[src/rtl/mem_arbiter_if.sv]
// Bus bundle for mem_arbiter: two requester ports, clear handshake, RAM side and status.
// slave is the arbiter's view; master is the requester/RAM view.
interface mem_arbiter_if #(
    parameter int ADDR_W = 4,
    parameter int DATA_W = 8
);
    logic              a_req;
    logic              a_rw;
    logic [ADDR_W-1:0] a_addr;
    logic [DATA_W-1:0] a_wdata;
    logic              a_ack;
    logic [DATA_W-1:0] a_rdata;
    logic              b_req;
    logic              b_rw;
    logic [ADDR_W-1:0] b_addr;
    logic [DATA_W-1:0] b_wdata;
    logic              b_ack;
    logic [DATA_W-1:0] b_rdata;
    logic              clr_req;
    logic              clr_done;
    logic              mem_rw;
    logic              mem_clr;
    logic [ADDR_W-1:0] mem_address;
    logic [DATA_W-1:0] mem_data_in;
    logic [DATA_W-1:0] mem_data_out;
    logic              mem_out_valid;
    logic [1:0]        grant;
    logic              busy;
    logic              timeout_err;

    modport slave (
        input  a_req, a_rw, a_addr, a_wdata, b_req, b_rw, b_addr, b_wdata,
               clr_req, mem_data_out, mem_out_valid,
        output a_ack, a_rdata, b_ack, b_rdata, clr_done, mem_rw, mem_clr,
               mem_address, mem_data_in, grant, busy, timeout_err
    );

    modport master (
        output a_req, a_rw, a_addr, a_wdata, b_req, b_rw, b_addr, b_wdata,
               clr_req, mem_data_out, mem_out_valid,
        input  a_ack, a_rdata, b_ack, b_rdata, clr_done, mem_rw, mem_clr,
               mem_address, mem_data_in, grant, busy, timeout_err
    );
endinterface

[src/rtl/mem_arbiter.sv]
// Round-robin arbiter for the single-port data RAM with clear sequencing and a read-timeout watchdog.
// Every output is a register loaded with the value the next state needs.
module mem_arbiter #(
    parameter int ADDR_W  = 4,
    parameter int DATA_W  = 8,
    parameter int TIMEOUT = 4
) (
    input  logic           clk,
    input  logic           reset_n,
    mem_arbiter_if.slave   bus
);
    localparam logic [3:0] TIMEOUT_C  = 4'(TIMEOUT);
    localparam logic [1:0] GRANT_NONE = 2'b00;
    localparam logic [1:0] GRANT_A    = 2'b01;
    localparam logic [1:0] GRANT_B    = 2'b10;

    typedef enum logic [2:0] {
        IDLE    = 3'd0,
        CLR     = 3'd1,
        ISSUE   = 3'd2,
        WAIT_RD = 3'd3,
        RESP    = 3'd4
    } state_t;

    state_t            state_r, state_s;
    logic              last_b_r, last_b_s;
    logic              rw_r, rw_s;
    logic [1:0]        grant_r, grant_s;
    logic [3:0]        cnt_r, cnt_s, cnt_inc_s;
    logic              mem_rw_r, mem_rw_s;
    logic              mem_clr_r, mem_clr_s;
    logic [ADDR_W-1:0] mem_address_r, mem_address_s;
    logic [DATA_W-1:0] mem_data_in_r, mem_data_in_s;
    logic [DATA_W-1:0] rdata_r, rdata_s;
    logic              a_ack_r, a_ack_s;
    logic              b_ack_r, b_ack_s;
    logic              clr_done_r, clr_done_s;
    logic              busy_r, busy_s;
    logic              timeout_err_r, timeout_err_s;
    logic              win_a_s;
    logic              resp_s;

    // Next-state and next-output computation.
    always_comb begin
        state_s       = state_r;
        last_b_s      = last_b_r;
        rw_s          = rw_r;
        grant_s       = grant_r;
        cnt_s         = cnt_r;
        mem_rw_s      = 1'b0;
        mem_clr_s     = 1'b0;
        mem_address_s = mem_address_r;
        mem_data_in_s = mem_data_in_r;
        rdata_s       = rdata_r;
        clr_done_s    = 1'b0;
        timeout_err_s = timeout_err_r;
        resp_s        = 1'b0;
        cnt_inc_s     = cnt_r + 4'd1;
        // A wins when alone, or on a tie when B owned the previous grant.
        win_a_s       = bus.a_req & (~bus.b_req | last_b_r);

        case (state_r)
            IDLE: begin
                if (bus.clr_req) begin
                    state_s   = CLR;
                    mem_clr_s = 1'b1;
                end else if (bus.a_req | bus.b_req) begin
                    state_s  = ISSUE;
                    last_b_s = ~win_a_s;
                    if (win_a_s) begin
                        grant_s       = GRANT_A;
                        rw_s          = bus.a_rw;
                        mem_address_s = bus.a_addr;
                        mem_data_in_s = bus.a_wdata;
                    end else begin
                        grant_s       = GRANT_B;
                        rw_s          = bus.b_rw;
                        mem_address_s = bus.b_addr;
                        mem_data_in_s = bus.b_wdata;
                    end
                    mem_rw_s = rw_s;
                end else begin
                    state_s = IDLE;
                end
            end
            CLR: begin
                state_s       = RESP;
                clr_done_s    = 1'b1;
                timeout_err_s = 1'b0;
            end
            ISSUE: begin
                cnt_s = 4'd0;
                if (rw_r) begin
                    state_s = RESP;
                    resp_s  = 1'b1;
                end else begin
                    state_s = WAIT_RD;
                end
            end
            WAIT_RD: begin
                if (bus.mem_out_valid) begin
                    rdata_s = bus.mem_data_out;
                    state_s = RESP;
                    resp_s  = 1'b1;
                end else if (cnt_inc_s == TIMEOUT_C) begin
                    timeout_err_s = 1'b1;
                    rdata_s       = {DATA_W{1'b0}};
                    state_s       = RESP;
                    resp_s        = 1'b1;
                end else begin
                    cnt_s = cnt_inc_s;
                end
            end
            RESP: begin
                state_s = IDLE;
                grant_s = GRANT_NONE;
            end
            default: begin
                state_s = IDLE;
                grant_s = GRANT_NONE;
            end
        endcase

        a_ack_s = resp_s & (grant_r == GRANT_A);
        b_ack_s = resp_s & (grant_r == GRANT_B);
        busy_s  = (state_s != IDLE);
    end

    // State and output registers.
    always_ff @(posedge clk or negedge reset_n) begin
        if (!reset_n) begin
            state_r       <= IDLE;
            last_b_r      <= 1'b1;
            rw_r          <= 1'b0;
            grant_r       <= GRANT_NONE;
            cnt_r         <= 4'd0;
            mem_rw_r      <= 1'b0;
            mem_clr_r     <= 1'b0;
            mem_address_r <= {ADDR_W{1'b0}};
            mem_data_in_r <= {DATA_W{1'b0}};
            rdata_r       <= {DATA_W{1'b0}};
            a_ack_r       <= 1'b0;
            b_ack_r       <= 1'b0;
            clr_done_r    <= 1'b0;
            busy_r        <= 1'b0;
            timeout_err_r <= 1'b0;
        end else begin
            state_r       <= state_s;
            last_b_r      <= last_b_s;
            rw_r          <= rw_s;
            grant_r       <= grant_s;
            cnt_r         <= cnt_s;
            mem_rw_r      <= mem_rw_s;
            mem_clr_r     <= mem_clr_s;
            mem_address_r <= mem_address_s;
            mem_data_in_r <= mem_data_in_s;
            rdata_r       <= rdata_s;
            a_ack_r       <= a_ack_s;
            b_ack_r       <= b_ack_s;
            clr_done_r    <= clr_done_s;
            busy_r        <= busy_s;
            timeout_err_r <= timeout_err_s;
        end
    end

    // Both ports see the shared read register; it is meaningful only during that port's ack.
    assign bus.a_ack       = a_ack_r;
    assign bus.a_rdata     = rdata_r;
    assign bus.b_ack       = b_ack_r;
    assign bus.b_rdata     = rdata_r;
    assign bus.clr_done    = clr_done_r;
    assign bus.mem_rw      = mem_rw_r;
    assign bus.mem_clr     = mem_clr_r;
    assign bus.mem_address = mem_address_r;
    assign bus.mem_data_in = mem_data_in_r;
    assign bus.grant       = grant_r;
    assign bus.busy        = busy_r;
    assign bus.timeout_err = timeout_err_r;
endmodule

[src/flat_wrapper.sv]
// flat-port wrapper written by rule: the top's interface ports become plain ports
module mem_arbiter_flat 
#(
    parameter int ADDR_W  = 4,
    parameter int DATA_W  = 8,
    parameter int TIMEOUT = 4
)
  (clk, reset_n, bus_a_req, bus_a_rw, bus_a_addr, bus_a_wdata, bus_b_req, bus_b_rw, bus_b_addr, bus_b_wdata, bus_clr_req, bus_mem_data_out, bus_mem_out_valid, bus_a_ack, bus_a_rdata, bus_b_ack, bus_b_rdata, bus_clr_done, bus_mem_rw, bus_mem_clr, bus_mem_address, bus_mem_data_in, bus_grant, bus_busy, bus_timeout_err);
  mem_arbiter_if #(.ADDR_W(ADDR_W), .DATA_W(DATA_W)) bus_i ();
  input  logic clk;
  input  logic reset_n;
  input wire logic [$bits(bus_i.a_req)-1:0] bus_a_req;
  input wire logic [$bits(bus_i.a_rw)-1:0] bus_a_rw;
  input wire logic [$bits(bus_i.a_addr)-1:0] bus_a_addr;
  input wire logic [$bits(bus_i.a_wdata)-1:0] bus_a_wdata;
  input wire logic [$bits(bus_i.b_req)-1:0] bus_b_req;
  input wire logic [$bits(bus_i.b_rw)-1:0] bus_b_rw;
  input wire logic [$bits(bus_i.b_addr)-1:0] bus_b_addr;
  input wire logic [$bits(bus_i.b_wdata)-1:0] bus_b_wdata;
  input wire logic [$bits(bus_i.clr_req)-1:0] bus_clr_req;
  input wire logic [$bits(bus_i.mem_data_out)-1:0] bus_mem_data_out;
  input wire logic [$bits(bus_i.mem_out_valid)-1:0] bus_mem_out_valid;
  output wire logic [$bits(bus_i.a_ack)-1:0] bus_a_ack;
  output wire logic [$bits(bus_i.a_rdata)-1:0] bus_a_rdata;
  output wire logic [$bits(bus_i.b_ack)-1:0] bus_b_ack;
  output wire logic [$bits(bus_i.b_rdata)-1:0] bus_b_rdata;
  output wire logic [$bits(bus_i.clr_done)-1:0] bus_clr_done;
  output wire logic [$bits(bus_i.mem_rw)-1:0] bus_mem_rw;
  output wire logic [$bits(bus_i.mem_clr)-1:0] bus_mem_clr;
  output wire logic [$bits(bus_i.mem_address)-1:0] bus_mem_address;
  output wire logic [$bits(bus_i.mem_data_in)-1:0] bus_mem_data_in;
  output wire logic [$bits(bus_i.grant)-1:0] bus_grant;
  output wire logic [$bits(bus_i.busy)-1:0] bus_busy;
  output wire logic [$bits(bus_i.timeout_err)-1:0] bus_timeout_err;
  assign bus_i.a_req = bus_a_req;
  assign bus_i.a_rw = bus_a_rw;
  assign bus_i.a_addr = bus_a_addr;
  assign bus_i.a_wdata = bus_a_wdata;
  assign bus_i.b_req = bus_b_req;
  assign bus_i.b_rw = bus_b_rw;
  assign bus_i.b_addr = bus_b_addr;
  assign bus_i.b_wdata = bus_b_wdata;
  assign bus_i.clr_req = bus_clr_req;
  assign bus_i.mem_data_out = bus_mem_data_out;
  assign bus_i.mem_out_valid = bus_mem_out_valid;
  assign bus_a_ack = bus_i.a_ack;
  assign bus_a_rdata = bus_i.a_rdata;
  assign bus_b_ack = bus_i.b_ack;
  assign bus_b_rdata = bus_i.b_rdata;
  assign bus_clr_done = bus_i.clr_done;
  assign bus_mem_rw = bus_i.mem_rw;
  assign bus_mem_clr = bus_i.mem_clr;
  assign bus_mem_address = bus_i.mem_address;
  assign bus_mem_data_in = bus_i.mem_data_in;
  assign bus_grant = bus_i.grant;
  assign bus_busy = bus_i.busy;
  assign bus_timeout_err = bus_i.timeout_err;
  mem_arbiter #(.ADDR_W(ADDR_W), .DATA_W(DATA_W), .TIMEOUT(TIMEOUT)) u_core (.clk(clk), .reset_n(reset_n), .bus(bus_i));
endmodule
[config.mk]
export PLATFORM = sky130hd
export DESIGN_NAME = mem_arbiter_flat
export DESIGN_NICKNAME = d
export VERILOG_FILES = /design/src/rtl/mem_arbiter_if.sv /design/src/rtl/mem_arbiter.sv /design/src/flat_wrapper.sv
export SDC_FILE = /design/constraint.sdc
export NUM_CORES = 1
export LEC_CHECK = 0
export CORE_AREA = 2 2 100 64
export CTS_BUF_LIST = sky130_fd_sc_hd__clkbuf_8
export CTS_CLUSTER_SIZE = 28
export DETAILED_ROUTE_END_ITERATION = 10
export DIE_AREA = 0 0 102 66
export DONT_BUFFER_PORTS = 1
export PLACE_DENSITY = 0.49
export SKIP_LAST_GASP = 1
export SYNTH_ARGS = -nofsm -noshare
export SYNTH_HDL_FRONTEND = slang
export SYNTH_SLANG_ARGS = --single-unit
export TNS_END_PERCENT = 1
[constraint.sdc]
create_clock -name clk -period 1.6 [get_ports clk]
set_input_delay 0.32 -clock clk [delete_from_list [all_inputs] [get_ports clk]]
set_output_delay 0.32 -clock clk [all_outputs]
set_load 0.1 [all_outputs]
# ---- After elaboration in Yosys (flattened, before gate mapping)
# Cells that the tools add are included.
# Widths: inputs -> output; s select.
dict set report word_totals {
  inputBits 40
  elab_cells 78
  ff_bits 38
}
dict set report classes {
  muxes 31
  n_reduce_logical 11
  bitwise_logic 9
  eq_ne 11
  addsub 1
}
# operator count
set ops {}
lappend ops {{$mux 8} 3}
lappend ops {{$mux 1} 12}
lappend ops {{$mux 3} 4}
lappend ops {{$mux 4} 3}
lappend ops {{$pmux 3 s4} 1}
lappend ops {{$reduce_and 3->1} 4}
lappend ops {{$mux 2} 4}
lappend ops {{$pmux 4 s2} 1}
lappend ops {{$eq 3x2->1 const B} 2}
lappend ops {{$ne 2x2->1 const B} 3}
lappend ops {{$reduce_bool 2->1} 3}
lappend ops {{$add 4x1->4 const B} 1}
lappend ops {{$eq 4x3->1 const B} 1}
lappend ops {{$ne 2x1->1 const B} 2}
lappend ops {{$not 1->1} 4}
lappend ops {{$pmux 1 s2} 2}
lappend ops {{$pmux 2 s2} 1}
lappend ops {{$and 1x1->1} 3}
lappend ops {{$eq 3x1->1 const B} 1}
lappend ops {{$logic_not 3->1} 1}
lappend ops {{$reduce_bool 3->1} 1}
lappend ops {{$reduce_or 3->1} 1}
lappend ops {{$eq 2x1->1 const B} 1}
lappend ops {{$eq 2x2->1 const B} 1}
lappend ops {{other kinds (2)} 3}

# ---- Logic depth before layout (Yosys ltp)
dict set report depth {
  depth_word 7
  depth_mapped 6
  ltp_nobuf 4
}

# ---- Worst setup path before layout
# OpenSTA, ideal clock, no wires.
dict set report synth_timing {
  kind {reg-to-reg}
  from {register u_core.grant_r[0], in the netlist u_core.bus.grant[0]}
  to {register u_core.a_ack_r, in the netlist u_core.bus.a_ack}
  stages_incl_launch_ff 4
  path_buffers 0
  arrival_ns 1.668
  path_slack_ns -0.145
  setup_time_ns 0.077
  cell_sequence {dfrtp_1 inv_1 or4_1 a21oi_1}
}
dict set report synth_via {
  elab_chain_len 2
}
# element line_no
set synth_rtl {}
lappend synth_rtl {{from (decl)} mem_arbiter.sv:28} ;# logic [1:0] grant_r, grant_s;
lappend synth_rtl {{from (signal assigned)} mem_arbiter.sv:151} ;# grant_r <= grant_s;
lappend synth_rtl {{$eq 2x1->1} mem_arbiter.sv:124} ;# a_ack_s = resp_s & (grant_r == GRANT_A);
lappend synth_rtl {{$and 1x1->1} mem_arbiter.sv:124}
lappend synth_rtl {{via u_core.a_ack_s} mem_arbiter.sv:35} ;# logic a_ack_r, a_ack_s;
lappend synth_rtl {{to (signal assigned)} mem_arbiter.sv:158} ;# a_ack_r <= a_ack_s;
lappend synth_rtl {{to (decl)} mem_arbiter.sv:35}
# The timed path passes the listed nets, and every way through them passes these cells.
# A chain may end at the register's enable or synchronous reset.

# ---- Worst setup path after layout
dict set report layout_timing {
  from {register u_core.cnt_r[1]}
  to {register u_core.busy_r, in the netlist u_core.bus.busy}
}
dict set report layout_via {
  elab_chain_len 6
}
# element line_no
set layout_rtl {}
lappend layout_rtl {{from (decl)} mem_arbiter.sv:29} ;# logic [3:0] cnt_r, cnt_s, cnt_inc_s;
lappend layout_rtl {{from (signal assigned)} mem_arbiter.sv:152} ;# cnt_r <= cnt_s;
lappend layout_rtl {{$add 4x1->4} mem_arbiter.sv:58} ;# cnt_inc_s = cnt_r + 4'd1;
lappend layout_rtl {{$eq 4x3->1} mem_arbiter.sv:105} ;# end else if (cnt_inc_s == TIMEOUT_C) begin
lappend layout_rtl {{$mux 3} mem_arbiter.sv:105}
lappend layout_rtl {{$mux 3} mem_arbiter.sv:101} ;# if (bus.mem_out_valid) begin
lappend layout_rtl {{$pmux 3 s4} mem_arbiter.sv:62} ;# case (state_r)
lappend layout_rtl {{via u_core.state_s[2]} mem_arbiter.sv:25} ;# state_t state_r, state_s;
lappend layout_rtl {{$reduce_bool 3->1} mem_arbiter.sv:126} ;# busy_s = (state_s != IDLE);
lappend layout_rtl {{via u_core.busy_s} mem_arbiter.sv:38} ;# logic busy_r, busy_s;
lappend layout_rtl {{to (signal assigned)} mem_arbiter.sv:161} ;# busy_r <= busy_s;
lappend layout_rtl {{to (decl)} mem_arbiter.sv:38}
# The timed path passes the listed nets, and every way through them passes these cells.

==> flow_metrics.tcl <==
set metrics [dict create \
    status "finished with violations" \
    violations "setup timing" \
    end_kind "register" \
    hold_viol_final 0 \
    hpwl_um 3356 \
    wl_um 4623 \
    yosysWarnings 0 \
    startpoint "u_core.cnt_r[1]" \
    crit_arrival_ns 1.82 \
    io_pins 77 \
    synth_area_um2 1967 \
    synth-edff-count 0 \
    drt_first_pass_iters 4 \
    wl_per_cell_um 16.00 \
    ys.flop_type "dfrtp_1" \
    postSynthCellCount 181 \
    finClkSkew_ns 0.004301 \
    worst_setup_path_start_kind "register" \
    port_buffers 0 \
    numCtsBuffers 5 \
    synth-async-reset-ratio_pct 100.0 \
    htreeDepth 2 \
    drcViolationCount 0 \
    die-area_um2 6732 \
    report.final.setup_viol 1 \
    maxSlewViolCount 0 \
    cp_data_required_time_ns 1.81 \
    cts-root-buf "clkbuf_8" \
    grt-ovfl-total 0 \
    ys_top_cells_by_area "dfrtp_1 (47%), a31oi_2 (6.4%), a31oi_1 (6.0%), nand3b_1 (5.0%), o21ai_0 (4.6%)" \
    path_class "reg -> reg" \
    final_nets 245 \
    worst_slew_pin_slew_ns 0.6963 \
    syn_nets 222 \
    fp.dieH_um 66 \
    finalCriticalPeriod_ns 1.607 \
    max-slew-margin-rel_pct 53.37 \
    core_um2 5836 \
    fin_ws_ns -0.007499 \
    avgSynthCellArea_um2 10.87 \
    grt_usage_pct 14.05 \
    max_freq_ghz 0.6221 \
    synth_top_area_share_pct 47.07 \
    synth_top_area_cell "dfrtp_1" \
    hold_path_startpoint "bus_mem_data_out[5]" \
    place_ws_ns -0.2401 \
    antenna_found_initial 0 \
    antennaDiodeCount 0 \
    grt_start_max_net_pins 39 \
    clock-sinks 38 \
    synth.yosys.seq_area_share_pct 48.41 \
    ys_ff_latch 38 \
    place_congestion 0.7868 \
    antenna_left 0 \
    worstSkewPairLatency_ns 0.28 \
    cts_buffer_depth 2 \
    grt_pass1_wl_um 7231 \
    cts_tree "done" \
    clk_pin_slew_ns 0.07 \
    drive_gt1_share_pct 34.63 \
    grt_pass1_vias 1520 \
    finalCritPeriodShare_pct 100.5 \
    die_w_um 102 \
    timing.rr.start "u_core.cnt_r[1]" \
    num_rows 22 \
    ys_types 43 \
    vias 1530 \
    via_per_inst 5.294 \
    drt_first_iter_violations 57 \
    cp_max_fo 4 \
    hold_path.class "in -> reg" \
    start_util_pct 33.70 \
    drv_cap 0 \
    rsz0062_at_grt "yes" \
    area_growth_syn_to_layout_pct 25.19 \
]
[path summary, 6_finish.rpt]
kind | cells past startpoint | slack (ns) | end
max | 4 | -0.007 | u_core.bus.busy
min | 1 | 0.18 | u_core.bus.a_rdata[5]
max reg2reg | 4 | -0.007 | u_core.bus.busy
min reg2reg | 1 | 0.51 | u_core.cnt_r[0]
max in group asynchronous | 2 | 0.87 | u_core.last_b_r
min in group asynchronous | 2 | 0.48 | u_core.bus.grant[1]
[area by class of cell]
cell class	instances	area [µm²]
timing repair buffer	39	420.4
fill	569	3373
multi-input combinational	116	852.1
tap	84	105.1
inverter	4	15.01
clock inverter	3	37.54
sequential	38	963.4
clock buffer	5	68.82
[what timing repair did]
action                                  4_1_cts  5_1_grt
setup buffers                                 0        1
hold endpoints to repair                     38        0
cloned                                        0        0
pin swaps                                     0        1
hold buffers                                  2        0
resized for setup                             1        0
endpoints found under the setup margin       25       20
[layout by cell type, fill, tap and decap left out, types with 5 or more instances in the layout]
| cell | count |
|---|---|
| buf_12 | 10 |
| inv_1 | 6 |
| a22o_1 | 9 |
| clkbuf_8 | 5 |
| a21oi_1 | 6 |
| dfrtp_1 | 28 |
| dfrtp_2 | 9 |
| o21ai_0 | 18 |
| buf_4 | 28 |
| nand3b_1 | 13 |
| a31oi_1 | 19 |
| a31oi_2 | 10 |
[sequential cells by signal, summed over array words and instances (netlist names)]
signal and flops:
u_core.cnt_r 4, u_core.bus.mem_rw 1, u_core.rw_r 1, u_core.bus.grant 2, u_core.last_b_r 1, u_core.bus.a_ack 1
u_core.bus.clr_done 1, u_core.bus.mem_address 4, u_core.bus.mem_data_in 8, u_core.bus.a_rdata 8, u_core.bus.busy 1, u_core.bus.b_ack 1
u_core.bus.timeout_err 1, u_core.state_r 3, u_core.bus.mem_clr 1
[metrics by stage]
| stage | hold slack [ns] | setup TNS, ns | instances | area (µm²) | util (%) |
|---|---|---|---|---|---|
| after floorplan | 0.02441 | -0.4826 | 181 | 1968 | - |
| after global placement | 0.02530 | -1.456 | 278 | 2316 | 39.69 |
| after detailed placement | 0.02579 | -3.101 | 278 | 2316 | 39.69 |
| after CTS | 0.1731 | -0.4451 | 288 | 2455 | 42.07 |
| after global routing | 0.1674 | -0.4240 | 289 | 2462 | 42.20 |
| final | 0.1831 | -0.007499 | 289 | 2462 | 42.20 |
[cells in the mapped netlist (2+ instances only)]
cell type  instances
inv_1              4
a21oi_1            6
a22o_1             9
a31oi_2           10
clkbuf_1           5
dfrtp_1           37
nand3b_1          13
buf_2              6
nor3_1             3
nor2b_1            4
nand4b_1           2
buf_6              3
nand2_1            3
o21ai_0           18
buf_4              9
a31oi_1           19
nor2_1             4
[critical path, cell delays in order, from the launching register on]
cell and delay, ns:
dfrtp_1 0.40, ha_1 0.21, or3b_1 0.42, a211oi_1 0.34, nand4b_1 0.17
[logic make-up (layout without fill, tap and decap cells)]
logic type                 Yosys count  in the layout  share of synthesized area (%)
buffers and inverters               27             51                          8.397
and+or+nand+nor                     45             45                          16.60
adders and majority gates            1              1                         0.6360
DFF                                 38             38                          48.41
AOI/OAI and AO/OA                   70             70                          25.96
[per-layer routing]
metal	vias up	track usage, %	part of all wire (%)
li1	726	-	-
met1	741	19.72	47
met2	61	19.74	45
met3	2	5.497	7.2
met4	0	4.500	0.41
met5	-	0	0
Power is not shown: default switching activity piles up to over one toggle a cycle in this logic, so the estimate is an artifact.
